### config.mk
export PLATFORM = sky130hd
export DESIGN_NAME = mul_div_ctrl
export DESIGN_NICKNAME = d
export VERILOG_FILES = /design/src/rtl/mul_div_pkg.sv /design/src/rtl/mul_div_result_sel.sv /design/src/rtl/mul_div_ctrl.sv
export SDC_FILE = /design/constraint.sdc
export NUM_CORES = 1
export LEC_CHECK = 0
export BUFFER_PORTS_ARGS = -buffer_cell sky130_fd_sc_hd__buf_4
export CAP_MARGIN = 30
export CELL_PAD_IN_SITES_DETAIL_PLACEMENT = 1
export CELL_PAD_IN_SITES_GLOBAL_PLACEMENT = 2
export CORE_ASPECT_RATIO = 0.75
export CORE_UTILIZATION = 29
export CTS_BUF_LIST = sky130_fd_sc_hd__clkbuf_8
export CTS_CLUSTER_SIZE = 24
export DETAILED_ROUTE_END_ITERATION = 8
export HOLD_SLACK_MARGIN = 0.05
export PLACE_DENSITY_LB_ADDON = 0.1
export SLEW_MARGIN = 20
export SYNTH_ARGS = -nofsm -noshare
export SYNTH_HDL_FRONTEND = slang
export SYNTH_HIERARCHICAL = 1
export SYNTH_SLANG_ARGS = --single-unit
### constraint.sdc
create_clock -name clk -period 5.58 [get_ports clk]
set_input_delay 1.116 -clock clk [delete_from_list [all_inputs] [get_ports clk]]
set_output_delay 1.116 -clock clk [all_outputs]
set_load 0.005 [all_outputs]
### src/rtl/mul_div_pkg.sv
// Shared encodings for the mul/div execute sequencer: op bit positions,
// controller states and the divide-by-zero quotient.
package mul_div_pkg;

  localparam int OP_MUL_W   = 0;
  localparam int OP_MULH_W  = 1;
  localparam int OP_MULH_WU = 2;
  localparam int OP_DIV_W   = 3;
  localparam int OP_MOD_W   = 4;
  localparam int OP_DIV_WU  = 5;
  localparam int OP_MOD_WU  = 6;
  localparam int OP_RSVD_LO = 7;

  typedef enum logic [2:0] {
    ST_IDLE     = 3'd0,
    ST_LAUNCH   = 3'd1,
    ST_MUL_WAIT = 3'd2,
    ST_DIV_WAIT = 3'd3,
    ST_RESP     = 3'd4,
    ST_DRAIN    = 3'd5
  } state_e;

  localparam logic [31:0] DIV0_QUOT = 32'hFFFF_FFFF;

endpackage

### src/rtl/mul_div_result_sel.sv
// Picks the 32-bit writeback value from the unit outputs according to the
// latched op; also supplies the architectural divide-by-zero results.
module mul_div_result_sel
  import mul_div_pkg::*;
#(
  parameter int XLEN = 32,
  parameter int OP_W = 10
) (
  input  logic [OP_W-1:0]   op_i,
  input  logic [2*XLEN-1:0] res64_i,
  input  logic [XLEN-1:0]   quot_i,
  input  logic [XLEN-1:0]   rem_i,
  input  logic [XLEN-1:0]   src1_i,
  input  logic              div0_i,
  output logic [XLEN-1:0]   result_o
);

  always_comb begin
    result_o = '0;
    if (|op_i[OP_W-1:OP_RSVD_LO]) begin
      result_o = '0;
    end else if (op_i[OP_MUL_W]) begin
      result_o = res64_i[XLEN-1:0];
    end else if (op_i[OP_MULH_W] | op_i[OP_MULH_WU]) begin
      result_o = res64_i[2*XLEN-1:XLEN];
    end else if (op_i[OP_DIV_W] | op_i[OP_DIV_WU]) begin
      result_o = div0_i ? XLEN'(DIV0_QUOT) : quot_i;
    end else if (op_i[OP_MOD_W] | op_i[OP_MOD_WU]) begin
      // x mod 0 returns the dividend unchanged
      result_o = div0_i ? src1_i : rem_i;
    end
  end

endmodule

### src/rtl/mul_div_ctrl.sv
// Execute-stage sequencer for the shared multi-cycle multiplier/divider:
// one op in flight, held operands, result parked until writeback takes it.
module mul_div_ctrl
  import mul_div_pkg::*;
#(
  parameter int XLEN = 32,
  parameter int OP_W = 10
) (
  input  logic              clk,
  input  logic              resetn,
  input  logic              flush,
  input  logic              req_valid,
  output logic              req_ready,
  input  logic [OP_W-1:0]   req_op,
  input  logic [XLEN-1:0]   req_src1,
  input  logic [XLEN-1:0]   req_src2,
  output logic              mul_start,
  output logic              mul_signed,
  output logic [XLEN-1:0]   mul_x,
  output logic [XLEN-1:0]   mul_y,
  input  logic              mul_done,
  input  logic [2*XLEN-1:0] mul_res64,
  output logic              div_start,
  output logic              div_signed,
  output logic [XLEN-1:0]   div_x,
  output logic [XLEN-1:0]   div_y,
  input  logic              div_done,
  input  logic [XLEN-1:0]   div_quot,
  input  logic [XLEN-1:0]   div_rem,
  output logic              resp_valid,
  input  logic              resp_ready,
  output logic [XLEN-1:0]   resp_result,
  output logic              busy
);

  state_e            state_q, state_d;
  logic [OP_W-1:0]   op_q, op_d;
  logic [XLEN-1:0]   src1_q, src1_d;
  logic [XLEN-1:0]   src2_q, src2_d;
  logic [XLEN-1:0]   result_q, result_d;

  logic              op_rsvd;
  logic              op_mul;
  logic              op_div;
  logic              src2_zero;
  logic              launch_unit;
  logic              unit_done;
  logic [XLEN-1:0]   sel_result;

  assign op_rsvd     = |op_q[OP_W-1:OP_RSVD_LO];
  assign op_mul      = !op_rsvd && (|op_q[OP_MULH_WU:OP_MUL_W]);
  assign op_div      = !op_rsvd && !op_mul && (|op_q[OP_MOD_WU:OP_DIV_W]);
  assign src2_zero   = (src2_q == '0);
  assign launch_unit = op_mul || (op_div && !src2_zero);
  assign unit_done   = op_mul ? mul_done : div_done;

  mul_div_result_sel #(
    .XLEN (XLEN),
    .OP_W (OP_W)
  ) u_result_sel (
    .op_i     (op_q),
    .res64_i  (mul_res64),
    .quot_i   (div_quot),
    .rem_i    (div_rem),
    .src1_i   (src1_q),
    .div0_i   (src2_zero),
    .result_o (sel_result)
  );

  always_comb begin
    state_d    = state_q;
    op_d       = op_q;
    src1_d     = src1_q;
    src2_d     = src2_q;
    result_d   = result_q;
    req_ready  = 1'b0;
    resp_valid = 1'b0;
    mul_start  = 1'b0;
    div_start  = 1'b0;

    unique case (state_q)
      ST_IDLE: begin
        req_ready = 1'b1;
        if (req_valid && !flush) begin
          op_d    = req_op;
          src1_d  = req_src1;
          src2_d  = req_src2;
          state_d = ST_LAUNCH;
        end
      end

      ST_LAUNCH: begin
        mul_start = op_mul;
        div_start = op_div && !src2_zero;
        if (!launch_unit) begin
          result_d = sel_result;
        end
        // Nothing to drain when no unit was started (div-by-zero, reserved op)
        if (flush) begin
          state_d = launch_unit ? ST_DRAIN : ST_IDLE;
        end else if (op_mul) begin
          state_d = ST_MUL_WAIT;
        end else if (launch_unit) begin
          state_d = ST_DIV_WAIT;
        end else begin
          state_d = ST_RESP;
        end
      end

      ST_MUL_WAIT: begin
        if (mul_done) begin
          result_d = sel_result;
          state_d  = flush ? ST_IDLE : ST_RESP;
        end else if (flush) begin
          state_d = ST_DRAIN;
        end
      end

      ST_DIV_WAIT: begin
        if (div_done) begin
          result_d = sel_result;
          state_d  = flush ? ST_IDLE : ST_RESP;
        end else if (flush) begin
          state_d = ST_DRAIN;
        end
      end

      ST_RESP: begin
        resp_valid = 1'b1;
        if (flush || resp_ready) begin
          state_d = ST_IDLE;
        end
      end

      ST_DRAIN: begin
        if (unit_done) begin
          state_d = ST_IDLE;
        end
      end

      default: begin
        state_d = ST_IDLE;
      end
    endcase
  end

  always_ff @(posedge clk or negedge resetn) begin
    if (!resetn) begin
      state_q  <= ST_IDLE;
      op_q     <= '0;
      src1_q   <= '0;
      src2_q   <= '0;
      result_q <= '0;
    end else begin
      state_q  <= state_d;
      op_q     <= op_d;
      src1_q   <= src1_d;
      src2_q   <= src2_d;
      result_q <= result_d;
    end
  end

  // Operand registers only change on accept, so they stay stable until done.
  assign mul_x       = src1_q;
  assign mul_y       = src2_q;
  assign div_x       = src1_q;
  assign div_y       = src2_q;
  assign mul_signed  = op_q[OP_MUL_W] | op_q[OP_MULH_W];
  assign div_signed  = op_q[OP_DIV_W] | op_q[OP_MOD_W];
  assign resp_result = result_q;
  assign busy        = (state_q != ST_IDLE);

endmodule

After elaboration in Yosys (flattened, before gate mapping). Cells that the tools add are included. Widths: inputs -> output; s select.

$add $sub $neg: 0. Multiply operators: 0. Div/mod/pow operators: 0. $lt $le $gt $ge: 0. Eq/ne operators: 11. Shifts and indexed selects: 0. Muxes and demuxes: 28. Bitwise gates (word level): 5. Reduce and logical (&&, ||, !) cells: 21.

Operators by type and width (number): $mux 32 (10); $pmux 32 s3 (1); $mux 3 (11); $logic_not 32->1 (1); $pmux 3 s6 (1); $ne 2x2->1 const B (6); $eq 3x2->1 const B (2); $eq 3x3->1 const B (2); $reduce_bool 3->1 (2); $reduce_or 3->1 (2); $logic_and 1x1->1 (5); $mux 1 (5); $or 1x1->1 (5); $logic_not 1->1 (4); $reduce_and 4->1 (1); $reduce_or 4->1 (1); $eq 3x1->1 const B (1); $logic_not 3->1 (1); $reduce_and 3->1 (1); $logic_or 1x1->1 (2); $reduce_and 2->1 (1).

Bits in registers: 109. Bits in latches: 0. RAM bits: 0. ROM bits: 0. Input port bits: 209. Output and inout port bits: 167. Memories: 0.

Logic depth before layout (Yosys ltp). Gate-level depths: netlist of the first run.

Depth after elaboration: 12. Depth in mapped cells: 9. Mapped depth without buffers: 7.

Hierarchy. Netlist of the first run, hierarchy kept.

Modules (own cells, without submodules): mul_div_ctrl (times used 1, cells an instance 350, area each 5240.0 um2); mul_div_result_sel (times used 1, cells an instance 195, area each 1358.8 um2).

Worst setup path before layout of the first run. No wires, ideal clock.

Path type: reg-to-output. From: register op_q[8]. To: output port mul_start. Arrival: 1194 ps. Path slack: 3270 ps. Stages on the path, launching flop included: 4. Cell sequence: dfrtp_1 or3_1 or2_2 nor2_1.

Cells in the longest elaborated chain, start to end: 4.

RTL lines: start: declaration (line mul_div_ctrl.sv:37) `logic [OP_W-1:0] op_q, op_d;`; start signal: assignment (line mul_div_ctrl.sv:156) `op_q <= op_d;`; $reduce_or 3->1 (line mul_div_ctrl.sv:50) `assign op_rsvd = |op_q[OP_W-1:OP_RSVD_LO];`; $logic_not 1->1 (line mul_div_ctrl.sv:51) `assign op_mul = !op_rsvd && (|op_q[OP_MULH_WU:OP_MUL_W]);`; $logic_and 1x1->1 (line mul_div_ctrl.sv:51); $mux 1 (line mul_div_ctrl.sv:81) `unique case (state_q)`; end: declaration (line mul_div_ctrl.sv:17) `output logic mul_start,`.

Every way passes these cells.

Worst setup path after layout of the first run.
From: register src2_q[25] (netlist: div_y[25]). To: output port div_start.

Cells in the longest elaborated chain, start to end: 4.

RTL lines: start: declaration (line mul_div_ctrl.sv:39) `logic [XLEN-1:0] src2_q, src2_d;`; start signal: assignment (line mul_div_ctrl.sv:158) `src2_q <= src2_d;`; $logic_not 32->1 (line mul_div_ctrl.sv:53) `assign src2_zero = (src2_q == '0);`; $logic_not 1->1 (line mul_div_ctrl.sv:94) `div_start = op_div && !src2_zero;`; $logic_and 1x1->1 (line mul_div_ctrl.sv:94); $mux 1 (line mul_div_ctrl.sv:81); end: declaration (line mul_div_ctrl.sv:23) `output logic div_start,`.

Every way passes these cells.

==> impl_metrics.yaml, run 1 <==
critical_path:
  end_kind: "primary output"
  timing.rr.end: "resp_result[26]"
  rr_worst_depth: 8
  timing.rr.start: "div_y[25]"
  critical_path_class: "reg2out"
  cp_slowest_cell: "nor4_1"
  worstPathCellList: "nor4_1, nand4_1, o211ai_1, nor2_1, buf_4"
  worst_setup_path_start_kind: "flop"
  arrival_ns: 2.37
  r2r_slack_ns: 2.16
  max_stage_delay_ns: 0.47
  required_ns: 4.46
  crit_fanout: 4
power_and_ir_drop:
  report.power.total_mw: 4.81
  powerDensity_mw_per_mm2: 513
  p_leak_nw: 4.58
  irDropWorstVdd_v: 0.000181
clocking:
  cts_setup_buffers: 0
  clock_latency_ns: 0.40
  h-tree-depth: 3
  cts_buffers: 9
  cts_buffer_depth: 2
  cts_resized: 0
  cts.sinks: 109
  cts_tree: "yes"
  cts_root_buffer: "clkbuf_8"
  path_clk_slew_ns: 0.11
  ctsHoldBuffers: 0
synth:
  syn_nets: 754
  synth.most_common_cell: "dfrtp_1"
  synth_top_area_share_pct: 41.3
  synth_seq_area_share_pct: 41.3
  synth_xor_area_share_pct: 0
  synthTopCellsByArea: "dfrtp_1 (41%), mux2_4 (20%), buf_4 (7.5%)"
  synth_common_cells: "dfrtp_1 (109), mux2_4 (90), buf_4 (66), or3_1 (34)"
  netlist_instances: 545
  yosys.area_share.simple_pct: 7.57
  synth_seq_cells: 109
  synthArstFlopShare_pct: 100
  synth_compound_area_share_pct: 11.1
  synth_ff_type: "dfrtp_1"
  synthDistinctLibCells: 41
  syn_area_per_cell_um2: 12.1
  synth_area_mm2: 0.00660
  synth_top_family_by_area: "multiplexers"
  synth.area.mux_share_pct: 28.2
  yosysWarningCount: 6
  synthAdderAreaFrac_pct: 0
  synth_edf_count: 0
  yosysTopAreaCell: "dfrtp_1"
floorplanning:
  dieArea_mm2: 0.0234
  die_w_um: 176
  core_region_area_mm2: 0.0222
  start_util_pct: 29.8
  die_h_um: 133
  io_pins: 376
  rows: 47
sta:
  worstMarginPinSlew_ns: 0.982
  period_share_pct: 62.6
  finClkSkew_ns: 0.0229
  finalSetupTns_ns: 0
  setup_viol: 0
  max_freq_ghz: 0.286
  slew_viol_final: 0
  slew_headroom_pct: 34.4
  setup_ws_ns: 2.09
  rsz0062_at_grt: "false"
  min_period_ns: 3.49
  finalHoldViolCount: 0
detailed_routing:
  drtIter0Drc: 131
  drt-total-wl_um: 23600
  wl_per_cell_um: 20.8
  drcViolationCount: 0
  viasPerCell: 4.83
  dr.pass1.iters: 5
  ant_nets: 0
  num_vias: 5480
global_route:
  use_met1_pct: 24.9
  grt_use_total_pct: 20.0
  grt_pass1_wl_um: 35600
  grt_pass1_vias: 5870
  antenna_found_initial: 0
  grtUsageMet2_pct: 34.8
  grt-ovfl-total: 0
  grt_max_degree: 65
  grt_busiest_layer: "met2"
  grt_use_met3_pct: 5.23
place:
  io_buffers: 375
  dp_hpwl_um: 17600
  globalplace.congestion: 0.786
  placed_area_mm2: 0.00911
  dp_slack_ns: 2.21
cells_and_area:
  drive_gt1_share_pct: 62.0
  finalNetCount: 1045
  fillers: 2440
  utilization_pct: 42.3
  multiInputGateArea_mm2: 0.00313
  fin_area_mm2: 0.00938
  seqCellArea_mm2: 0.00273
  synthToLayoutAreaGrowth_pct: 42.1
  n_antenna_cell: 0
job:
  drv_cap: 0
hold_path:
  holdCritPathClass: "reg2reg"
  hp-start: "resp_result[17]"
  min_to: "resp_result[17]"
  holdPathStages: 1
run_status:
  status: "finished, final reports clean"
[worst max-delay path by stage]
| stage | from | to | slack [ns] | cells after the start |
|---|---|---|---|---|
| after floorplan | op_q[8] | mul_start | 3.27 | 3 |
| after CTS | div_y[24] | div_start | 2.10 | 5 |
| after global placement | div_y[25] | resp_result[28] | 2.26 | 8 |
| after global routing | div_y[24] | div_start | 1.98 | 5 |
| after detailed placement | div_y[24] | resp_result[26] | 2.21 | 8 |
| final | div_y[25] | div_start | 2.09 | 5 |
[critical path, delay by kind of cell (launching register included)]
kind                   cells  cell delay (ns)
AND/OR/NAND/NOR            3             0.99
AO/OA/AOI/OAI              1             0.42
buffers and inverters      1             0.15
flip-flops                 1             0.44
[metal layers]
metal / vias up / part of all wire [%] / routed length (µm)
met5: - / 0 / 0
li1: 2550 / - / -
met1: 2722 / 41 / 9660
met4: 0 / 0.77 / 182
met3: 10 / 7.2 / 1700
met2: 198 / 51 / 12000
[power breakdown]
part           total (mW)  leakage [nW]  internal [mW]  switching [mW]
clock               0.524        0.0951          0.223           0.302
sequential           1.61          1.35           1.17           0.434
combinational        2.68          3.13           1.60            1.08
total                4.81          4.58           3.00            1.81
[layout make-up]
cell class / count / area share [%]
well taps: 294 / 3.92
repair buffers: 385 / 31.3
clock buffers: 10 / 1.47
clock inverters: 6 / 0.747
multi-input cells: 328 / 33.4
inverters: 3 / 0.120
flip-flops and latches: 109 / 29.1
[metrics by stage]
stage | hold slack (ns) | instances
floorplan | 0.497 | 545
global placement | 0.495 | 1117
detailed placement | 0.498 | 1117
CTS | 0.527 | 1133
global route | 0.539 | 1135
finish | 0.526 | 1135
[placed cells by master (no fill, tap or decap), drive strengths merged, types with 2 or more instances in the layout]
cell	netlist	routed
a21oi	2	2
a31oi	32	32
and2	2	2
buf	83	385
clkbuf	22	10
clkinvlp	0	3
dfrtp	109	109
inv	3	4
mux2	106	106
mux2i	33	33
nand2	5	5
nand2b	2	2
nand3	2	2
nand4	2	2
nor2	8	8
nor2b	2	2
nor3	5	5
nor4	9	9
o211ai	3	3
o21ai	33	33
o221ai	32	32
or2	5	5
or3	34	34
[sequential cells by signal, indices dropped and copies added, names as in the netlist]
signal / cells
resp_result: 32
state_q: 3
div_x: 32
div_y: 32
op_q: 10
[kinds of logic (layout without fill, tap and decap cells)]
family / after synthesis / in the layout
buffers and inverters: 108 / 404
muxes: 139 / 139
and+or+nand+nor: 80 / 80
AOI/OAI and AO/OA: 109 / 109
DFF: 109 / 109
(Power assumes the default switching activity.)
==> inputs of run 2 (changes only) <==
- CORE_UTILIZATION: 29 -> 24
- clock period: 5.58 -> 3.09 ns (I/O delays scaled with it)
==> run 2 against run 1 <==
The flow now finishes with violations (design-rule violations); via count grew 1.7%; first-iteration DRC count grew 62%; worst setup slack lost 2.0 ns; wire length grew 7.9%; combinational power grew 84%; clock-buffer cell count is the same; sequential power grew 81%; non-clock buffer count grew 6; clock power grew 76%; final area grew 1.7%; critical endpoint unchanged.
==> impl_metrics.yaml, run 2 (synthesized netlist as in run 1, its figures left out) <==
place:
  io_buffers: 375
  globalplace.congestion: 0.784
  placed_area_mm2: 0.00932
  dp_hpwl_um: 19000
  placed_cells: 1179
detailed_routing:
  drt-total-wl_um: 25400
  wl_per_cell_um: 21.2
  ant_nets: 0
  drcViolationCount: 18
  dr.pass1.iters: 6
  viasPerCell: 4.65
  drtIter0Drc: 212
  num_vias: 5574
global_route:
  grt_use_total_pct: 18.2
  antenna_found_initial: 1
  grt-ovfl-total: 0
  grt_max_degree: 53
  grt_pass1_vias: 6075
  grt_pass1_wl_um: 39000
critical_path:
  arrival_ns: 2.34
  max_stage_delay_ns: 0.45
  cp_slowest_cell: "nor4_1"
  worstPathCellList: "nor4_1, nand4_1, o211ai_1, nor2_1, buf_4"
  required_ns: 2.47
  crit_fanout: 4
  worst_setup_path_start_kind: "flop"
  end_kind: "primary output"
  critical_path_class: "reg2out"
floorplanning:
  core_region_area_mm2: 0.0270
  rows: 52
  die_w_um: 193
  dieArea_mm2: 0.0282
  io_pins: 376
  start_util_pct: 24.4
  die_h_um: 146
sta:
  slew_headroom_pct: 39.0
  finalHoldViolCount: 0
  finClkSkew_ns: 0.0132
  period_share_pct: 95.8
  setup_viol: 0
  max_freq_ghz: 0.338
  finalSetupTns_ns: 0
  slew_viol_final: 0
  min_period_ns: 2.96
  worstMarginPinSlew_ns: 0.913
power_and_ir_drop:
  irDropWorstVdd_v: 0.000352
  seq_power_share_pct: 33.3
  internal_power_mw: 5.42
  pwr-share-clk_pct: 10.5
  swShare_pct: 38.1
  switchingPower_mw: 3.34
  pwr-share-comb_pct: 56.2
  p_leak_nw: 4.63
  powerDensity_mw_per_mm2: 919
cells_and_area:
  fin_area_mm2: 0.00953
  layout_common_cells: "buf_4 (384), dfrtp_1 (109), mux2_4 (90)"
  synthToLayoutAreaGrowth_pct: 44.4
  finalNetCount: 1051
  final_cells: 1199
  drive_gt1_share_pct: 62.1
  final_common_cell: "buf_4"
clocking:
  path_clk_slew_ns: 0.11
  cts.sinks: 109
  cts_tree: "yes"
  clock_latency_ns: 0.40
  cts_root_buffer: "clkbuf_8"
  cts_resized: 0
  cts_buffers: 9
  cts_buffer_depth: 2
  h-tree-depth: 3
run_status:
  status: "finished with violations"
  violations: "design-rule violations"
job:
  drv_cap: 0
hold_path:
  holdCritPathClass: "in2async"
-- run 2: area by class of cell --
class,instances,area (µm²)
antenna,1,2.50
clock buffer,10,138
clock inverter,6,53.8
fill,2984,17500
inverter,3,11.3
multi-input combinational,328,3140
sequential,109,2730
tap,351,439
timing repair buffer,391,3020
-- run 2: worst max-delay path, delay by kind of cell (launching register included) --
| kind | cells | cell delay, ns |
|---|---|---|
| buffers and inverters | 1 | 0.15 |
| flip-flops | 1 | 0.43 |
| AO/OA/AOI/OAI | 1 | 0.42 |
| AND/OR/NAND/NOR | 3 | 0.95 |
-- run 2: worst paths after layout --
path / from / endpoint / slack, ns / depth (start not counted)
min in group clk: req_src2[5] / div_y[5] / 0.44 / 2
max in group asynchronous: resetn / resp_result[13] / 2.08 / 2
min: resetn / div_y[1] / 0.23 / 1
max: div_y[9] / div_start / 0.13 / 5
min reg2reg: resp_result[0] / resp_result[0] / 0.52 / 1
max reg2reg: div_y[24] / resp_result[23] / 0.30 / 10
-- run 2: power by group through the flow --
stage | sequential (mW) | clock, mW | combinational (mW)
after detailed placement | 2.95 | 0 | 5.02
final | 2.92 | 0.920 | 4.92
after global routing | 3.05 | 1.02 | 5.30
after global placement | 2.92 | 0 | 4.95
after CTS | 2.95 | 0.969 | 5.02
after floorplan | 2.74 | 0 | 3.02
-- run 2: what timing repair did --
action                     4_1_cts  5_1_grt
setup buffers                    0        3
setup endpoints to repair        0        1
hold buffers                     0        0
-- run 2: through the flow --
| step | utilization (%) | power [mW] | hold WS (ns) | setup WS [ns] |
|---|---|---|---|---|
| after global routing | 35.3 | 9.37 | 0.265 | -0.0379 |
| after detailed placement | 34.5 | 7.98 | 0.498 | 0.286 |
| after floorplan | - | 5.76 | 0.322 | 1.02 |
| after global placement | 34.4 | 7.88 | 0.497 | 0.440 |
| after CTS | 35.2 | 8.94 | 0.276 | 0.00994 |
| final | 35.3 | 8.76 | 0.234 | 0.129 |
-- run 2: routing by layer --
layer,GRT usage [%],up-vias,part of all wire (%)
met4,4.96,0,1.4
li1,-,2560,-
met1,22.4,2810,42
met5,0,-,0
met2,31.0,182,50
met3,5.40,22,6.4
==> inputs of run 3 (changes only) <==
- ABC_AREA: default -> 1
- BUFFER_PORTS_ARGS: -buffer_cell sky130_fd_sc_hd__buf_4 -> default
- CORE_UTILIZATION: 24 -> 32
- DONT_BUFFER_PORTS: default -> 1
==> run 3 against run 2 <==
The flow now finishes without violations; first-iteration DRC count is 17% higher; hold slack worse by 0.069 ns; maximum frequency is 16% higher; via count is 3.9% lower; sequential cell count stayed put; sequential power is 3% lower; synthesized area is 2.7% higher; combinational power is 53% lower; wire length is 7.1% lower; die area is 23% lower; cell count is 15% lower; utilization is 2.9 points lower.
==> impl_metrics.yaml, run 3 <==
run_status:
  status: "finished, final reports clean"
clocking:
  cts_setup_buffers: 0
  cts_resized: 0
  h-tree-depth: 3
  cts.sinks: 109
  cts_buffer_depth: 2
  cts_root_buffer: "clkbuf_8"
  cts_buffers: 9
  cts_tree: "yes"
  path_clk_slew_ns: 0.12
  clock_latency_ns: 0.40
cells_and_area:
  layout_common_cells: "nand2_1 (251), dfrtp_1 (109), a21oi_1 (68)"
  drive_gt1_share_pct: 17.9
  final_common_cell: "nand2_1"
  multiInputGateArea_mm2: 0.00308
  finalNetCount: 940
  synthToLayoutAreaGrowth_pct: -1.96
  seqCellArea_mm2: 0.00273
  fillers: 2477
sta:
  min_period_ns: 2.55
  period_share_pct: 82.5
  slew_headroom_pct: 48.6
  worstMarginPinSlew_ns: 0.769
  finalHoldViolCount: 0
  max_freq_ghz: 0.392
  finalSetupTns_ns: 0
  slew_viol_final: 0
  finClkSkew_ns: 0.0186
  rsz0062_at_grt: "false"
  setup_viol: 0
synth:
  synth_area_mm2: 0.00677
  synth_edf_count: 0
  netlist_instances: 823
  synth_seq_cells: 109
  synth_common_cells: "nand2_1 (251), dfrtp_1 (109), a21oi_1 (68), buf_4 (68), o21ai_0 (65)"
  synthDistinctLibCells: 36
  synth_seq_area_share_pct: 40.3
  synthTopCellsByArea: "dfrtp_1 (40%), nand2_1 (14%), mux2_2 (9.8%)"
  synth_ff_type: "dfrtp_1"
  synth.most_common_cell: "nand2_1"
  syn_nets: 1032
  yosysTopAreaCell: "dfrtp_1"
  synthArstFlopShare_pct: 100
  synth_top_area_share_pct: 40.3
  syn_area_per_cell_um2: 8.23
  yosysWarningCount: 6
detailed_routing:
  viasPerCell: 5.25
  num_vias: 5358
  ant_nets: 0
  drt-total-wl_um: 23600
  dr.pass1.iters: 4
  drtIter0Drc: 247
  wl_per_cell_um: 23.2
  drcViolationCount: 0
power_and_ir_drop:
  p_leak_nw: 3.04
  report.power.total_mw: 6.13
  irDropWorstVdd_v: 0.000361
  powerDensity_mw_per_mm2: 924
floorplanning:
  io_pins: 376
  core_region_area_mm2: 0.0205
  die_w_um: 170
  die_h_um: 128
  rows: 45
  start_util_pct: 33.1
  dieArea_mm2: 0.0218
global_route:
  grt_pass1_wl_um: 35200
  grt-ovfl-total: 0
  grt_use_total_pct: 21.7
  grt_max_degree: 110
  grt_pass1_vias: 5765
  antenna_found_initial: 4
place:
  dp_hpwl_um: 17600
  globalplace.congestion: 0.860
  io_buffers: 0
critical_path:
  cp_slowest_cell: "dfrtp_1"
  max_stage_delay_ns: 0.45
  arrival_ns: 2.87
  critical-path-top-delay-family: "simple AND/OR/NAND/NOR gates"
  path_common_cell: "nand2_1"
  path_buf_inv: 2
  crit_fanout: 65
  worstPathCellList: "nor2_1, nand2_1, nor2_1, nand4_1, inv_2, buf_12, nand2_1, nand2_1, nand2_1, nand2_1, nand2_1, a21oi_1, nand3_1, nand2_1"
  required_ns: 3.42
  end_kind: "flop"
  worst_setup_path_start_kind: "flop"
  critical_path_class: "reg2reg"
hold_path:
  holdCritPathClass: "in2async"
job:
  drv_cap: 0
-- run 3: power by group --
part | internal (mW) | switching (mW) | leakage, nW
Clock | 0.395 | 0.577 | 0.106
Combinational | 0.883 | 1.43 | 1.59
Sequential | 2.00 | 0.847 | 1.35
Total | 3.27 | 2.86 | 3.04
-- run 3: final timing paths --
| path | end | startpoint | cells past startpoint | slack (ns) |
|---|---|---|---|---|
| setup / recovery | resp_result[10] | div_y[25] | 14 | 0.54 |
| hold / removal | div_x[28] | resetn | 1 | 0.17 |
| setup reg to reg | resp_result[10] | div_y[25] | 14 | 0.54 |
| hold reg to reg | resp_result[19] | resp_result[19] | 2 | 0.51 |
| max in group asynchronous | resp_result[11] | resetn | 1 | 2.49 |
| min in group clk | div_y[8] | req_src2[8] | 1 | 0.35 |
-- run 3: layout make-up --
| type | instances | area share (%) |
|---|---|---|
| antenna | 2 | 0.0754 |
| clock buffer | 9 | 1.87 |
| clock inverter | 7 | 1.45 |
| inverter | 23 | 1.45 |
| multi-input combinational | 577 | 46.4 |
| sequential | 109 | 41.1 |
| tap | 282 | 5.31 |
| timing repair buffer | 11 | 2.34 |
-- run 3: through the flow --
step | instances | worst slack, ns | util (%) | area [µm²] | hold WS (ns)
detailed placement | 1000 | 0.538 | 31.0 | 6360 | 0.324
CTS | 1016 | 0.494 | 32.1 | 6580 | -0.142
floorplan | 823 | 1.38 | - | 6770 | 0.322
global placement | 999 | 0.556 | 30.9 | 6330 | 0.324
finish | 1020 | 0.542 | 32.4 | 6640 | 0.165
global route | 1018 | 0.235 | 32.4 | 6640 | 0.163
-- run 3: kinds of logic (layout without fill, tap and decap cells) --
logic type / Yosys count / count (layout) / share of synthesized area [%]
compound gates: 139 / 139 / 10.6
flops: 109 / 109 / 40.3
other cells: 0 / 2 / 0
simple gates: 368 / 368 / 23.2
mux: 70 / 70 / 11.6
buf+inv: 137 / 50 / 14.4
-- run 3: worst register-to-register path, delay by kind of cell (launching register included) --
family,cells,cell delay [ns]
compound gates,1,0.26
buf+inv,2,0.38
simple gates,11,1.40
flops,1,0.45
-- run 3: layer usage --
layer  wire length (µm)  GRT usage [%]  share of wire, %  vias up
li1                   -              -                 -     2443
met1               9360           24.6                40     2679
met2              12000           38.8                51      218
met3               1990           7.69               8.4       16
met4                242           5.35               1.0        2
met5                 13              0             0.055        -
